File: src/rtl/seq_detect_param.sv
// Serial pattern detector with a runtime-loadable pattern, pattern length and
// overlap mode. Each accepted bit is shifted into a history register. A match
// produces a registered one-cycle pulse on flag and bumps a saturating match
// counter.
module seq_detect_param #(
    parameter int                 MAX_LEN         = 16,
    parameter int                 CNT_W           = 16,
    parameter logic [MAX_LEN-1:0] DEFAULT_PATTERN = 'h0055,
    parameter int                 DEFAULT_LEN     = 8,
    parameter bit                 DEFAULT_OVERLAP = 1'b1,
    localparam int                LW              = $clog2(MAX_LEN + 1)
) (
    input  logic               clk,
    input  logic               rst,
    input  logic               din_valid,
    input  logic               din,
    input  logic               cfg_load,
    input  logic [MAX_LEN-1:0] cfg_pattern,
    input  logic [LW-1:0]      cfg_len,
    input  logic               cfg_overlap,
    output logic               flag,
    output logic [CNT_W-1:0]   match_cnt,
    output logic               cnt_sat
);

    // Active configuration, changed only by reset or cfg_load.
    logic [MAX_LEN-1:0] pattern_r;
    logic [LW-1:0]      len_r;
    logic               overlap_r;

    // Bit history, with the newest bit at [0], and the count of valid bits
    // seen since the last clear. The count saturates at len_r.
    logic [MAX_LEN-1:0] history_r;
    logic [LW-1:0]      fill_r;

    logic [MAX_LEN-1:0] hist_upd;
    logic [MAX_LEN-1:0] len_mask;
    logic [LW:0]        fill_inc;
    logic               hit;

    // Force a requested length into the legal range 1..MAX_LEN.
    function automatic logic [LW-1:0] clamp_len(input logic [LW-1:0] l);
        if (l == '0)
            return LW'(1);
        else if (l > LW'(MAX_LEN))
            return LW'(MAX_LEN);
        else
            return l;
    endfunction

    // Increment the count, holding it once it reaches all-ones.
    function automatic logic [CNT_W-1:0] sat_inc(input logic [CNT_W-1:0] c);
        if (&c)
            return c;
        else
            return c + CNT_W'(1);
    endfunction

    // Build the compare mask: only the low len_r bits take part in a match.
    always_comb begin
        len_mask = '0;
        for (int i = 0; i < MAX_LEN; i++) begin
            len_mask[i] = (i < int'(len_r));
        end
    end

    // Look ahead at the history and fill count as they would be after
    // accepting din. Data offered alongside cfg_load is never looked at.
    always_comb begin
        hist_upd = {history_r[MAX_LEN-2:0], din};
        fill_inc = {1'b0, fill_r} + (LW+1)'(1);
        hit      = din_valid && !cfg_load &&
                   (fill_inc >= {1'b0, len_r}) &&
                   ((hist_upd & len_mask) == (pattern_r & len_mask));
    end

    // State update. Priority is reset, then configuration load, then data.
    always_ff @(posedge clk) begin
        if (rst) begin
            pattern_r <= DEFAULT_PATTERN;
            len_r     <= clamp_len(LW'(DEFAULT_LEN));
            overlap_r <= DEFAULT_OVERLAP;
            history_r <= '0;
            fill_r    <= '0;
            match_cnt <= '0;
            flag      <= 1'b0;
        end else if (cfg_load) begin
            pattern_r <= cfg_pattern;
            len_r     <= clamp_len(cfg_len);
            overlap_r <= cfg_overlap;
            history_r <= '0;
            fill_r    <= '0;
            match_cnt <= '0;
            flag      <= 1'b0;
        end else begin
            flag <= hit;
            if (din_valid) begin
                history_r <= hist_upd;
                // In non-overlap mode a match starts the next one from
                // scratch. In overlap mode the fill count is untouched, so
                // the tail of this match can begin the next one.
                if (hit && !overlap_r)
                    fill_r <= '0;
                else if (fill_r < len_r)
                    fill_r <= fill_r + LW'(1);
            end
            if (hit)
                match_cnt <= sat_inc(match_cnt);
        end
    end

    assign cnt_sat = &match_cnt;

endmodule
File: config.mk
export PLATFORM = sky130hd
export DESIGN_NAME = seq_detect_param
export DESIGN_NICKNAME = d
export VERILOG_FILES = /design/src/rtl/seq_detect_param.sv
export SDC_FILE = /design/constraint.sdc
export NUM_CORES = 1
export LEC_CHECK = 0
export CORE_MARGIN = 2
export CORE_UTILIZATION = 55
export CTS_BUF_LIST = sky130_fd_sc_hd__clkbuf_16
export CTS_CLUSTER_DIAMETER = 150
export DETAILED_ROUTE_END_ITERATION = 10
export PLACE_DENSITY = 0.78
export SKIP_CTS_REPAIR_TIMING = 1
export SYNTH_ARGS = -nofsm -noshare
export SYNTH_HDL_FRONTEND = slang
export SYNTH_SLANG_ARGS = --single-unit
export TNS_END_PERCENT = 20
File: constraint.sdc
create_clock -name clk -period 6.8 [get_ports clk]
set_input_delay 2.04 -clock clk [delete_from_list [all_inputs] [get_ports clk]]
set_output_delay 2.04 -clock clk [all_outputs]
set_load 0.005 [all_outputs]
==> metrics.txt <==
RSZ-0062 raised after global routing=false; Post-Route Setup TNS=0 ps; vias in the first global route=~2400; post-synthesis async set-or-reset flop share=0; grt ovf=0; placement-stage worst setup slack=2130 ps; CTS tree=built; Post-Syn Instances=333; post-synth top area cell=dfxtp_1; clk sink count=59; pwr/cell area=between 200 and 250 nW/um^2; Setup Viol. Count Final=0; DR WL/cell=between 15 and 20 um; largest cells by area after synthesis=dfxtp_1 (39%), mux2i_1 (11%), nor2_1 (6.1%), xnor2_1 (5.2%), ha_1 (5.0%); die height=around 78 um; Int Pwr=0.710 mW; status=finished, final reports clean; Seq pwr share=0.402; Peak supply drop=0.196 mV; DRT Pass-1 Iters=4; worst hold path class=flop to flop; Leakage Power=between 1.5 and 2 nW; achievable clock frequency=between 0.2 and 0.25 GHz; WL final=approximately 7000 um; total track usage=0.242; crit path launch=match_cnt[3]; DP HPWL=roughly 4800 um; H-tree depth=3; count of cell types in the netlist=53; Starting Density=0.579; DRT iter0 DRCs=141; Worst setup SP type=flop; Clock Tree Root=clkbuf_16; deepest clock path buffer count=2; final hold slack=just under 500 ps; Worst Tran Pin Value=911 ps; EDFF count, synth=0; Mean Syn Cell Area=slightly above 9 um^2; cell area after layout=about 3800 um^2; Slew HR=0.391; core footprint=around 5200 um^2; synth-to-layout area growth=25.7%; die area=approximately 6100 um^2; ANT nets after route=0; FF-to-FF Start=fill_r[1]; Netlist Area Pre-Place=3010 um^2; layout cells sized above 1=0.0661; IO Port Bufs=44; Residual DRC=0; max-cap violations=0; post-synthesis sequential area ratio=0.392; CP required=between 4000 and 5000 ps; Setup crit end kind=output pin; Num CTS Buffers=9; via count=about 2600; crit path max fanout=7; final hold viol count=0; most frequent cells in the layout=dfxtp_1 (59), nor2_1 (49), clkdlybuf4s50_1 (44); vias per cell=approximately 5.7; total inserted antenna cells=0; worst skew pair latency=between 300 and 400 ps; GP Congestion=0.893; area of placed instances=3480 um^2; hold_sp=match_cnt[1]; commonest non-fill, non-tap cell in the layout=dfxtp_1; Pins Over Slew Limit=0; Comb pwr share=0.086; Net Sw Power=0.197 mW; Post-synth top flop=dfxtp_1; Final nets=412; IO Pins=45; #FFs+latches synth=slightly below 60; synth warn=0; first-pass GRT wire length=~12000 um; worst clock skew=3.82 ps; Setup CP Type=flop to output pin; CP arrival=2430 ps; sw frac=0.217; die span in x=slightly below 80 um; Period minus WS final=around 4500 ps; slack of the critical path=about 2300 ps; Net Count, Synth=between 300 and 400; clock power share=0.512; pin count of the biggest net entering global routing=30; Rows=26; Worst-path clk slew=50 ps; post-synth top area share=0.392; Tcrit/Tclk final=0.657; antenna violations before repair=0
[metrics by stage]
stage	utilization	power (mW)	cells
floorplan	-	0.420	333
global placement	0.669	0.446	432
detailed placement	0.669	0.448	432
CTS	0.728	0.910	448
global route	0.728	0.936	448
finish	0.728	0.908	448
[worst paths after layout]
| kind | to | depth (start not counted) | slack (ps) |
|---|---|---|---|
| max | cnt_sat | 6 | 2330 |
| min | match_cnt[1] | 2 | 500 |
| max reg2reg | match_cnt[14] | 10 | 3890 |
| min reg2reg | match_cnt[1] | 2 | 500 |
[synth_stat cells (all sizes together), types with 2 or more instances]
master	instances
mux2i	32
or3	4
ha	12
o21ai	14
o21a	4
a31o	2
a211o	5
nor4	2
buf	6
and3	5
nor2b	6
or2	2
nand4	4
a211oi	3
clkbuf	12
inv	7
a32o	2
dfxtp	59
nor2	50
and2	2
a21oi	7
a22oi	4
a41o	4
nor3	8
o22ai	2
nand3	12
a21boi	2
xor2	6
nand2	17
xnor2	18
a31oi	6
[critical path, stage by stage, from the launching register on]
cell	delay (ps)
dfxtp_1	440
and3_1	240
and3_1	250
and4_1	330
nand3_1	120
nor3_1	200
clkdlybuf4s50_1	530
[cell families (layout without fill, tap and decap cells)]
family / after synthesis / in the layout / synth area share
xor+xnor: 24 / 24 / 0.0697
compound gates: 62 / 62 / 0.144
mux: 32 / 32 / 0.106
flops: 59 / 59 / 0.392
fa+ha+maj: 13 / 13 / 0.0531
simple gates: 118 / 118 / 0.199
buf+inv: 25 / 70 / 0.0365
[sequential cells by signal, indices dropped and copies added, names as in the netlist]
register   flops
match_cnt     16
len_r          5
fill_r         5
overlap_r      1
flag           1
history_r     15
pattern_r     16
[power by group through the flow]
stage	logic, mW	clock network (mW)	registers [mW]
6_report	0.0778	0.465	0.365
5_1_grt	0.0854	0.485	0.366
4_1_cts	0.0774	0.468	0.365
3_5_place_dp	0.0762	0	0.372
3_3_place_gp	0.0743	0	0.371
2_1_floorplan	0.0535	0	0.366
[layout make-up]
| cell class | instances | area (um^2) |
|---|---|---|
| inverters | 7 | 26.3 |
| clock buffers | 9 | 225 |
| clock inverters | 7 | 83.8 |
| well taps | 70 | 87.6 |
| repair buffers | 47 | 463 |
| fillers | 405 | 1420 |
| flip-flops and latches | 59 | 1180 |
| multi-input cells | 249 | 1720 |
[routing by layer]
layer / global-route usage / wire length [um]
met1: 0.319 / 3160
met2: 0.396 / 3380
met3: 0.0552 / 364
met4: 0.0772 / 85
met5: 0 / 0
Note: power is estimated with default switching activity, not from simulation.
